===== src/rtl/i2c_reg_pkg.sv =====
// Shared types for the I2C register-pointer arbiter.
// Define I2C_REG_AUTOINC_EN to make the pointer advance after every data byte (burst access).
package i2c_reg_pkg;

  localparam int I2C_ADDR_W = 8;
  localparam int I2C_DATA_W = 8;

  typedef enum logic [1:0] {IDLE, PTR, WDATA, RDATA} i2c_reg_state_t;

  typedef struct packed {
    logic                  we;
    logic [I2C_ADDR_W-1:0] addr;
    logic [I2C_DATA_W-1:0] wdata;
  } access_t;

  function automatic logic [I2C_ADDR_W-1:0] ptr_step(input logic [I2C_ADDR_W-1:0] p);
`ifdef I2C_REG_AUTOINC_EN
    return p + I2C_ADDR_W'(1);
`else
    return p;
`endif
  endfunction

endpackage


===== src/rtl/i2c_reg_ptr_fsm.sv =====
// I2C-side protocol tracker: state, register pointer and the single-entry pending bank access.
module i2c_reg_ptr_fsm
  import i2c_reg_pkg::*;
(
  input  logic                  clk,
  input  logic                  rst,
  input  logic                  i2c_start,
  input  logic                  i2c_rw,
  input  logic                  i2c_stop,
  input  logic [I2C_DATA_W-1:0] rx_byte,
  input  logic                  rx_valid,
  input  logic                  tx_req,
  output logic                  pend_valid,
  output access_t               pend,
  output logic                  queue,
  output logic                  tx_clr
);

  i2c_reg_state_t        state_reg, state_next;
  logic [I2C_ADDR_W-1:0] ptr_reg, ptr_next;
  logic                  pend_valid_reg;
  access_t               pend_reg, acc_next;

  always_ff @(posedge clk or posedge rst) begin
    if (rst) begin
      state_reg      <= IDLE;
      ptr_reg        <= '0;
      pend_valid_reg <= 1'b0;
      pend_reg       <= '0;
    end else begin
      state_reg      <= state_next;
      ptr_reg        <= ptr_next;
      // The arbiter always serves a pending access the cycle after it is queued,
      // so the entry never has to survive more than one cycle.
      pend_valid_reg <= queue;
      pend_reg       <= acc_next;
    end
  end

  always_comb begin
    state_next = state_reg;
    ptr_next   = ptr_reg;
    acc_next   = '0;
    queue      = 1'b0;
    tx_clr     = 1'b0;
    if (i2c_start) begin
      tx_clr = 1'b1;
      if (i2c_rw) begin
        state_next    = RDATA;
        queue         = 1'b1;
        acc_next.addr = ptr_reg;
      end else begin
        state_next = PTR;
      end
    end else begin
      case (state_reg)
        PTR: if (rx_valid) begin
          ptr_next   = rx_byte[I2C_ADDR_W-1:0];
          state_next = WDATA;
        end
        WDATA: if (rx_valid) begin
          queue          = 1'b1;
          acc_next.we    = 1'b1;
          acc_next.addr  = ptr_reg;
          acc_next.wdata = rx_byte;
          ptr_next       = ptr_step(ptr_reg);
        end
        RDATA: if (tx_req) begin
          tx_clr        = 1'b1;
          ptr_next      = ptr_step(ptr_reg);
          queue         = 1'b1;
          acc_next.addr = ptr_next;
        end
        default: ;
      endcase
      // A byte arriving with STOP is still consumed above.
      if (i2c_stop) state_next = IDLE;
    end
  end

  assign pend_valid = pend_valid_reg;
  assign pend       = pend_reg;

endmodule


===== src/rtl/i2c_reg_arbiter.sv =====
// Register-pointer bridge between the I2C byte interface and the shared register bank,
// with I2C-priority arbitration against one local requester. Burst mode: I2C_REG_AUTOINC_EN.
module i2c_reg_arbiter
  import i2c_reg_pkg::*;
#(
  parameter int ADDR_W = I2C_ADDR_W,
  parameter int DATA_W = I2C_DATA_W
) (
  input  logic              clk,
  input  logic              rst,
  input  logic              i2c_start,
  input  logic              i2c_rw,
  input  logic              i2c_stop,
  input  logic [DATA_W-1:0] rx_byte,
  input  logic              rx_valid,
  input  logic              tx_req,
  output logic [DATA_W-1:0] tx_byte,
  output logic              tx_valid,
  input  logic              loc_req,
  input  logic              loc_we,
  input  logic [ADDR_W-1:0] loc_addr,
  input  logic [DATA_W-1:0] loc_wdata,
  output logic              loc_gnt,
  output logic [DATA_W-1:0] loc_rdata,
  output logic              loc_rvalid,
  output logic              rb_en,
  output logic              rb_we,
  output logic [ADDR_W-1:0] rb_addr,
  output logic [DATA_W-1:0] rb_wdata,
  input  logic [DATA_W-1:0] rb_rdata
);

  logic    pend_valid, queue, tx_clr;
  access_t pend;
  logic    rd_i2c_reg, loc_rvalid_reg;
  logic    tx_valid_reg;
  logic [DATA_W-1:0] tx_byte_reg;

  i2c_reg_ptr_fsm u_fsm (
    .clk       (clk),
    .rst       (rst),
    .i2c_start (i2c_start),
    .i2c_rw    (i2c_rw),
    .i2c_stop  (i2c_stop),
    .rx_byte   (rx_byte),
    .rx_valid  (rx_valid),
    .tx_req    (tx_req),
    .pend_valid(pend_valid),
    .pend      (pend),
    .queue     (queue),
    .tx_clr    (tx_clr)
  );

  // The local side also yields to an I2C access being queued this cycle, so it
  // is never granted just ahead of a host byte that arrived alongside it.
  always_comb begin
    loc_gnt  = loc_req & ~pend_valid & ~queue & ~rst;
    rb_en    = pend_valid | loc_gnt;
    rb_we    = 1'b0;
    rb_addr  = '0;
    rb_wdata = '0;
    if (pend_valid) begin
      rb_we    = pend.we;
      rb_addr  = pend.addr;
      rb_wdata = pend.wdata;
    end else if (loc_gnt) begin
      rb_we    = loc_we;
      rb_addr  = loc_addr;
      rb_wdata = loc_we ? loc_wdata : '0;
    end
  end

  always_ff @(posedge clk or posedge rst) begin
    if (rst) begin
      rd_i2c_reg     <= 1'b0;
      loc_rvalid_reg <= 1'b0;
      tx_valid_reg   <= 1'b0;
      tx_byte_reg    <= '0;
    end else begin
      rd_i2c_reg     <= pend_valid & ~pend.we;
      loc_rvalid_reg <= loc_gnt & ~loc_we;
      if (tx_clr) begin
        tx_valid_reg <= 1'b0;
      end else if (rd_i2c_reg) begin
        tx_byte_reg  <= rb_rdata;
        tx_valid_reg <= 1'b1;
      end
    end
  end

  assign tx_byte    = tx_byte_reg;
  assign tx_valid   = tx_valid_reg;
  assign loc_rvalid = loc_rvalid_reg;
  assign loc_rdata  = loc_rvalid_reg ? rb_rdata : '0;

endmodule


===== config.mk =====
export PLATFORM = sky130hd
export DESIGN_NAME = i2c_reg_arbiter
export DESIGN_NICKNAME = d
export VERILOG_FILES = /design/src/rtl/i2c_reg_pkg.sv /design/src/rtl/i2c_reg_ptr_fsm.sv /design/src/rtl/i2c_reg_arbiter.sv
export SDC_FILE = /design/constraint.sdc
export NUM_CORES = 1
export LEC_CHECK = 0
export BUFFER_PORTS_ARGS = -buffer_cell sky130_fd_sc_hd__buf_2
export CAP_MARGIN = 20
export CORE_MARGIN = 2
export CORE_UTILIZATION = 46
export DETAILED_ROUTE_END_ITERATION = 10
export PLACE_DENSITY_LB_ADDON = 0.1
export SLEW_MARGIN = 20
export SYNTH_ARGS = -nofsm -noshare
export SYNTH_HDL_FRONTEND = slang
export SYNTH_SLANG_ARGS = --single-unit

===== constraint.sdc =====
create_clock -name clk -period 3.7 [get_ports clk]
set_clock_uncertainty 0.1 [all_clocks]
set_input_delay 0.74 -clock clk [delete_from_list [all_inputs] [get_ports clk]]
set_output_delay 0.74 -clock clk [all_outputs]
set_load 0.1 [all_outputs]

==> impl_metrics.yaml, run 1 <==
detailed_routing:
  met3WireLength_um: 255
  ant_nets: 0
  first_pass_iters: 4
  avgRoutedWirePerCell_um: 14.82
  wl_met1_um: 1688
  drt-vias-per-instance: 5.025
  highest_layer: "met4"
  vias: 1387
  drtIter0Drc: 134
  routed_wl_um: 4091
  wl_met2_um: 2096
  drc: 0
finish:
  n_fill_cell: 310
  final_nets: 268
  layout_commonest_cell: "buf_2"
  multi_input_area_um2: 704.4
  regArea_um2: 975.9
  final_cell_mix: "76 x buf_2, 39 x dfrtp_1, 23 x and2_1"
  drive_gt1_frac: 0.4737
  syn2layout_area_growth_pct: 34.67
  n_antenna_cell: 0
  fin_area_um2: 2303
  largest_reg_flops: 17
sta:
  finalSetupTns_ns: 0
  max_clock_freq_mhz: 314.9
  finalCriticalPeriod_ns: 3.175
  min_period_over_period: 0.8582
  slew_violations: 0
  rsz0062_at_grt: "false"
  timing.slew.headroom: 0.5470
  worst_slew_pin_slew_ns: 0.6769
  hold_viol_final: 0
  setup_viol: 0
power:
  p_sw_uw: 523.0
  switching_share: 0.3786
  seq_power_share: 0.376
  ir_worst_vdd_mv: 0.3893
  power.density_nw_per_um2: 599.7
  p_int_uw: 858.3
  p_clk_frac: 0.298
  finalPower_mw: 1.381
  power_frac_comb: 0.326
  leakagePower_nw: 1.197
cts:
  cts_root_buffer: "clkbuf_8"
  cts.htree.levels: 2
  ctsResizeCount: 0
  cts_setup_buffers: 0
  max-clock-path-buffers: 2
  hold_buffers: 0
  clock_sinks: 39
  cts_buffers: 5
  clock_latency_ns: 0.29
  cts.clk_slew.worst_paths_ns: 0.08
  cts_tree: "done"
place:
  port_buffers: 77
  hpwl_um: 3033
  globalplace.congestion: 0.8285
  dpl_cell_area_um2: 2171
synth:
  synthesis.nets: 187
  ys_ff_latch: 39
  syn_inst: 146
  netlist_area_um2: 1710
  avgSynthCellArea_um2: 11.72
  synth_cell_types: 28
  seq_area_frac_synth: 0.5706
  ys_warn_count: 0
floorplan:
  die_h_um: 64.98
  start_util: 0.4743
  die_x_um: 64.98
  die_area_um2: 4222
  num_io_pins: 78
  rows: 22
  core_um2: 3606
global_routing:
  grt_max_degree: 40
  grt_pass1_wl_um: 6499
  grt_pass1_vias: 1390
  antenna_found_initial: 0
  track_usage: 0.2103
  overflow: 0
critical_path:
  cp_max_fo: 10
  start_kind: "input pin"
  cp_data_required_time_ns: 2.86
  arrival_ns: 2.34
  end_kind: "output pin"
  worst-setup-path-type: "input pin to output pin"
run_status:
  status: "completed"
hold_path:
  worstHoldPathType: "register to register"
run:
  cap_violations: 0
worst max-delay path, stage by stage:
cell	delay, ns
buf_2	0.16
a21oi_2	0.37
o211a_1	0.46
a22o_1	0.19
buf_2	0.42
per-stage QoR:
| stage | instances | setup WS [ns] | util | hold WS, ns |
|---|---|---|---|---|
| 5_1_grt | 276 | 0.4103 | 0.6388 | 0.3526 |
| 2_1_floorplan | 146 | -0.3379 | - | 0.3028 |
| 3_5_place_dp | 268 | 0.5431 | 0.6020 | 0.3101 |
| 3_3_place_gp | 268 | 0.5750 | 0.6020 | 0.3144 |
| 4_1_cts | 276 | 0.5348 | 0.6388 | 0.3210 |
| 6_report | 276 | 0.5247 | 0.6388 | 0.3217 |
power by group through the flow:
stage	registers, mW	logic, mW	clock network, mW
after global routing	0.526	0.470	0.445
after global placement	0.523	0.446	0
after detailed placement	0.527	0.452	0
final	0.519	0.450	0.412
after CTS	0.519	0.453	0.420
after floorplan	0.696	0.194	0
layout make-up:
class                           instances  share of cell area
Timing Repair Buffer                   80              0.1836
Multi-Input combinational cell         99              0.3058
Inverter                                2            0.003259
Sequential cell                        39              0.4237
Clock buffer                            6             0.03150
Clock inverter                          2             0.02607
Tap cell                               48             0.02607
path summary, 6_finish.rpt:
path,startpoint,endpoint,slack [ns],depth (start not counted)
hold reg to reg,u_fsm.pend[16],rd_i2c_reg,0.32,1
setup reg to reg,u_fsm.state_reg[0],u_fsm.ptr_reg[1],2.06,3
min in group asynchronous,rst,rd_i2c_reg,0.52,3
max in group asynchronous,rst,u_fsm.pend[12],2.64,3
hold / removal,u_fsm.pend[16],rd_i2c_reg,0.32,1
setup / recovery,i2c_start,rb_addr[0],0.52,5
cell families (layout without fill, tap and decap cells):
| family | Yosys count | after routing | share of synthesized area |
|---|---|---|---|
| simple gates | 55 | 55 | 0.1873 |
| buf+inv | 8 | 90 | 0.02048 |
| flops | 39 | 39 | 0.5706 |
| compound gates | 27 | 27 | 0.1105 |
| mux | 17 | 17 | 0.1112 |
cell usage after synthesis, drive strengths merged:
library cell | n | area share
and3b | 1 | 0.0051
inv | 2 | 0.0044
mux2 | 16 | 0.11
dfrtp | 39 | 0.57
o31ai | 2 | 0.0088
nor3 | 1 | 0.0095
mux2i | 1 | 0.0059
nor4 | 1 | 0.0037
a21oi | 4 | 0.014
buf | 3 | 0.0095
o21bai | 1 | 0.0044
clkbuf | 3 | 0.0066
o211a | 1 | 0.0059
nor3b | 1 | 0.0073
a31oi | 1 | 0.0037
nor2b | 2 | 0.0073
nand4 | 8 | 0.029
nor2 | 2 | 0.0044
o21ai | 9 | 0.029
o21a | 1 | 0.0044
a22o | 8 | 0.041
nand2b | 1 | 0.0037
nand2 | 15 | 0.033
and2 | 23 | 0.084
metal layers:
metal / global-route usage / vias up
met4: 0.07979 / 0
li1: - / 674
met1: 0.2577 / 667
met3: 0.05382 / 4
met5: 0 / -
met2: 0.3557 / 42
Note: power is estimated with default switching activity, not from simulation.
==> inputs of run 2 (changes only) <==
--- a/config.mk
+++ b/config.mk
@@ -8,7 +8,7 @@
 export BUFFER_PORTS_ARGS = -buffer_cell sky130_fd_sc_hd__buf_2
 export CAP_MARGIN = 20
 export CORE_MARGIN = 2
-export CORE_UTILIZATION = 46
+export CORE_UTILIZATION = 42
 export DETAILED_ROUTE_END_ITERATION = 10
 export PLACE_DENSITY_LB_ADDON = 0.1
 export SLEW_MARGIN = 20
==> constraint.sdc (replaced) <==
create_clock -name clk -period 2.59 [get_ports clk]
set_clock_uncertainty 0.1 [all_clocks]
set_input_delay 0.518 -clock clk [delete_from_list [all_inputs] [get_ports clk]]
set_output_delay 0.518 -clock clk [all_outputs]
set_load 0.1 [all_outputs]
==> run 2 against run 1 <==
Compared with the run above:
- sequential share of layout area decreased by 6.0 points
- largest cell class unchanged
- largest power group unchanged
- final area grew 16%
- highest routed layer unchanged
- register-to-register slack worse by 1.1 ns
- count of clock-buffer cells in the layout did not move
- critical endpoint is now rb_addr[4]
==> impl_metrics.yaml, run 2 (synthesis gave the netlist of run 1 again) <==
power:
  p_sw_uw: 768.0
  p_clk_frac: 0.210
  ir_worst_vdd_mv: 0.4013
  power.density_nw_per_um2: 694.9
  p_int_mw: 1.094
  seq_power_share: 0.399
  power_frac_comb: 0.391
  leakagePower_nw: 1.305
  switching_share: 0.4124
finish:
  final_cell_mix: "58 x buf_2, 39 x dfrtp_1, 23 x and2_1"
  final_nets: 270
  n_antenna_cell: 0
  syn2layout_area_growth_pct: 56.69
  drive_gt1_frac: 0.5609
  largest_reg_flops: 17
  layout_commonest_cell: "buf_2"
sta:
  hold_viol_final: 0
  setup_viol: 0
  timing.slew.headroom: 0.6720
  whs_ns: 0.2666
  slew_violations: 0
  max_clock_freq_mhz: 402.0
  layout_setup_ws_ns: 0.1026
  finalCriticalPeriod_ns: 2.487
  rsz0062_at_grt: "false"
  worst_slew_pin_slew_ns: 0.4904
  min_period_over_period: 0.9604
detailed_routing:
  drt-vias-per-instance: 5.164
  routed_wl_um: 4308
  vias: 1446
  ant_nets: 0
  first_pass_iters: 4
  avgRoutedWirePerCell_um: 15.39
  drtIter0Drc: 59
  drc: 0
global_routing:
  antenna_found_initial: 0
  track_usage: 0.1915
  grt_pass1_wl_um: 6320
  overflow: 0
  grt_max_degree: 40
  grt_pass1_vias: 1442
cts:
  clock_sinks: 39
  cts_root_buffer: "clkbuf_8"
  hold_buffers: 0
  cts_buffers: 5
  cts_setup_buffers: 0
  clock_latency_ns: 0.29
  cts.htree.levels: 2
  cts_tree: "done"
  cts.clk_slew.worst_paths_ns: 0.07
  max-clock-path-buffers: 2
floorplan:
  die_x_um: 67.82
  num_io_pins: 78
  core_um2: 3971
  die_h_um: 67.82
  start_util: 0.4307
  rows: 23
  die_area_um2: 4599
place:
  port_buffers: 77
  hpwl_um: 3262
  pre_cts_ws_ns: 0.06348
  globalplace.congestion: 0.7708
critical_path:
  worst-setup-path-type: "register to output pin"
  start_kind: "register"
  ff2ff_setup_slack_ns: 0.92
  arrival_ns: 1.87
  end_kind: "output pin"
  cp_data_required_time_ns: 1.97
  reg2reg_depth: 3
  cp_max_fo: 9
run:
  cap_violations: 0
run_status:
  status: "completed"
hold_path:
  worstHoldPathType: "input pin to async pin"
## run 2: cell types whose count changed in the layout (fill, tap and decap cells not counted), moves of 2 or more
cell | previous run | this run
a22o_4 | 0 | 8
a22o_1 | 8 | 0
o21ai_2 | 1 | 9
bufinv_16 | 2 | 0
buf_12 | 1 | 20
o21ai_1 | 8 | 0
buf_2 | 76 | 58
## run 2: worst max-delay path, cell delays in order (launching register included)
cell     delay [ns]
dfrtp_1        0.49
mux2i_2        0.41
o211a_1        0.23
buf_12         0.15
a22o_4         0.13
buf_12         0.16
## run 2: worst paths after layout
| kind | start | endpoint |
|---|---|---|
| max | u_fsm.state_reg[0] | rb_addr[4] |
| min | rst | u_fsm.pend[2] |
| max reg2reg | u_fsm.state_reg[0] | loc_rvalid |
| min reg2reg | u_fsm.pend[16] | rd_i2c_reg |
| max in group asynchronous | rst | tx_valid |
| min in group clk | i2c_stop | u_fsm.state_reg[1] |
## run 2: area by class of cell
type	instances	area, µm²
Sequential cell	39	975.9
Timing Repair Buffer	82	720.7
Clock inverter	2	12.51
Inverter	2	7.507
Clock buffer	6	72.57
Tap cell	50	62.56
Multi-Input combinational cell	99	828.3
Fill cell	320	1291
## run 2: per-stage QoR
step	TNS, ns	cells	utilization	power (mW)	instance area [µm²]
3_3_place_gp	0	272	0.6512	1.469	2586
5_1_grt	0	280	0.6749	1.936	2680
3_5_place_dp	0	272	0.6512	1.485	2586
2_1_floorplan	-0.5489	146	-	1.295	1831
4_1_cts	0	280	0.6727	1.878	2671
6_report	0	280	0.6749	1.862	2680
## run 2: layer usage
| layer | global-route usage | part of all wire |
|---|---|---|
| met2 | 0.3493 | 0.55 |
| met4 | 0.07500 | 0.017 |
| met5 | 0 | 0 |
| met1 | 0.2147 | 0.39 |
| met3 | 0.04605 | 0.051 |
## run 2: power by group through the flow
stage                     logic (mW)  clock network [mW]  registers (mW)
after floorplan                0.298                   0           0.997
after global placement         0.718                   0           0.750
after detailed placement       0.729                   0           0.756
after CTS                      0.730               0.404           0.744
after global routing           0.759               0.424           0.753
final                          0.728               0.391           0.744
## run 2: repair_timing
item,CTS,global route
endpoints found under the hold margin,0,0
gates resized for setup,0,2
setup endpoints to repair,0,10
==> inputs of run 3 (changes only) <==
--- a/config.mk
+++ b/config.mk
@@ -5,11 +5,11 @@
 export SDC_FILE = /design/constraint.sdc
 export NUM_CORES = 1
 export LEC_CHECK = 0
-export BUFFER_PORTS_ARGS = -buffer_cell sky130_fd_sc_hd__buf_2
 export CAP_MARGIN = 20
 export CORE_MARGIN = 2
-export CORE_UTILIZATION = 42
+export CORE_UTILIZATION = 46
 export DETAILED_ROUTE_END_ITERATION = 10
+export DONT_BUFFER_PORTS = 1
 export PLACE_DENSITY_LB_ADDON = 0.1
 export SLEW_MARGIN = 20
 export SYNTH_ARGS = -nofsm -noshare
==> constraint.sdc (replaced) <==
create_clock -name clk -period 2.2 [get_ports clk]
set_clock_uncertainty 0.1 [all_clocks]
set_input_delay 0.44 -clock clk [delete_from_list [all_inputs] [get_ports clk]]
set_output_delay 0.44 -clock clk [all_outputs]
set_load 0.1 [all_outputs]
==> run 3 against run 2 <==
Compared with the run above:
- the flow now finishes with violations (negative setup slack)
- utilization grew 2.1 points
- combinational power shrank 37%
- clock power grew 32%
- final area shrank 6.4%
- die area shrank 8.2%
- sequential share of layout area grew 2.5 points
- register-to-register slack lost 0.43 ns
- sequential power grew 57%
- highest routed layer unchanged
==> impl_metrics.yaml, run 3 (synthesis gave the netlist of run 1 again) <==
place:
  hpwl_um: 3084
  globalplace.congestion: 0.8029
  pre_cts_ws_ns: 0.1638
  port_buffers: 0
critical_path:
  cp_max_fo: 8
  rr_endpoint: "u_fsm.ptr_reg[2]"
  r2r-start: "u_fsm.state_reg[0]"
  path_cells: "mux2i_2 > o211a_1 > buf_12 > a22o_4"
  end_kind: "output pin"
  critPathBufInv: 1
  critPathCapture: "rb_addr[6]"
  worst-setup-path-type: "register to output pin"
  path_delay_family: "compound AO/OA/AOI/OAI gates"
  ff2ff_setup_slack_ns: 0.49
  slowest_stage: "dfrtp_1"
  start_kind: "register"
  arrival_ns: 1.70
  reg2reg_depth: 5
  cp_data_required_time_ns: 1.66
  path_depth: 4
  slowest_delay_ns: 0.38
  crit_path_start: "u_fsm.state_reg[0]"
global_routing:
  grt_pass1_wl_um: 6189
  overflow: 0
  track_usage: 0.1978
  antenna_found_initial: 0
  grt_max_degree: 40
  grt_pass1_vias: 1296
sta:
  worst_slew_pin_slew_ns: 0.9021
  hold_viol_final: 0
  timing.slew.headroom: 0.3986
  max_clock_freq_mhz: 445.6
  layout_setup_ws_ns: -0.04440
  min_period_over_period: 1.020
  rsz0062_at_grt: "true"
  finalCriticalPeriod_ns: 2.244
  slew_violations: 0
  setup_viol: 9
power:
  power_frac_comb: 0.215
  finalPower_mw: 2.151
  p_sw_uw: 868.0
  ir_worst_vdd_mv: 0.4719
  switching_share: 0.4035
  seq_power_share: 0.545
  p_clk_frac: 0.240
  p_int_mw: 1.283
  leakagePower_nw: 1.120
  power.density_nw_per_um2: 857.4
detailed_routing:
  vias: 1268
  routed_wl_um: 4056
  avgRoutedWirePerCell_um: 17.79
  drc: 0
  drt-vias-per-instance: 5.561
  first_pass_iters: 4
  ant_nets: 0
  drtIter0Drc: 47
run_status:
  status: "finished, violations left"
  violations: "negative setup slack"
floorplan:
  core_um2: 3606
  die_h_um: 64.98
  die_area_um2: 4222
  rows: 22
  die_x_um: 64.98
  start_util: 0.4743
  num_io_pins: 78
cts:
  max-clock-path-buffers: 2
  cts_buffers: 5
  clock_latency_ns: 0.28
  cts_root_buffer: "clkbuf_8"
  cts.htree.levels: 2
  cts_tree: "done"
  clock_sinks: 39
  cts.clk_slew.worst_paths_ns: 0.07
  hold_buffers: 0
finish:
  final_nets: 220
  n_antenna_cell: 0
  layout_commonest_cell: "dfrtp_1"
  final_cell_mix: "38 x dfrtp_1, 20 x buf_12, 16 x mux2_2"
  largest_reg_flops: 17
  drive_gt1_frac: 0.5056
  syn2layout_area_growth_pct: 46.67
run:
  cap_violations: 0
hold_path:
  worstHoldPathType: "input pin to async pin"
-- run 3: how the worst min path moves through the flow --
stage / start / endpoint / depth (start not counted)
after detailed placement: u_fsm.pend[16] / rd_i2c_reg / 1
after CTS: rst / tx_byte[3] / 2
after global routing: loc_we / loc_rvalid / 1
final: rst / tx_byte[7] / 2
after floorplan: u_fsm.pend[16] / rd_i2c_reg / 1
after global placement: u_fsm.pend[16] / rd_i2c_reg / 1
-- run 3: metrics by stage --
step,cell area [µm²],std cells,utilization,hold slack (ns),setup TNS (ns)
floorplan,1866,146,-,0.3028,-1.599
global placement,2355,216,0.6530,0.3148,0
detailed placement,2355,216,0.6530,0.3159,0
CTS,2471,225,0.6853,0.08391,-0.2432
global route,2509,228,0.6957,0.1087,-0.7727
finish,2509,228,0.6957,0.08044,-0.3378
-- run 3: timing repair --
item,4_1_cts,5_1_grt
resized for setup,3,2
setup buffers,1,3
pin swaps,2,2
endpoints found under the setup margin,18,11
-- run 3: worst reg2reg max path, delay by kind of cell (launching register included) --
family / cells / cell delay, ns
and+or+nand+nor: 2 / 0.48
muxes: 1 / 0.39
DFF: 1 / 0.38
buffers and inverters: 2 / 0.24
-- run 3: layer usage --
layer  share of wire  GRT usage
met5               0          0
met4          0.0089    0.06117
met3           0.073    0.06597
met2            0.54     0.3466
met1            0.38     0.2274
-- run 3: final cells by class --
cell class	count	area [µm²]
Fill cell	256	1097
Inverter	2	11.26
Tap cell	48	60.06
Clock buffer	8	100.1
Sequential cell	39	977.2
Timing Repair Buffer	32	494.2
Multi-Input combinational cell	99	865.8
-- run 3: power by group through the flow --
stage | registers, mW | logic, mW | clock network, mW
after detailed placement | 1.19 | 0.452 | 0
after global routing | 1.18 | 0.488 | 0.557
final | 1.17 | 0.462 | 0.517
after CTS | 1.17 | 0.458 | 0.535
after floorplan | 1.17 | 0.355 | 0
after global placement | 1.18 | 0.443 | 0
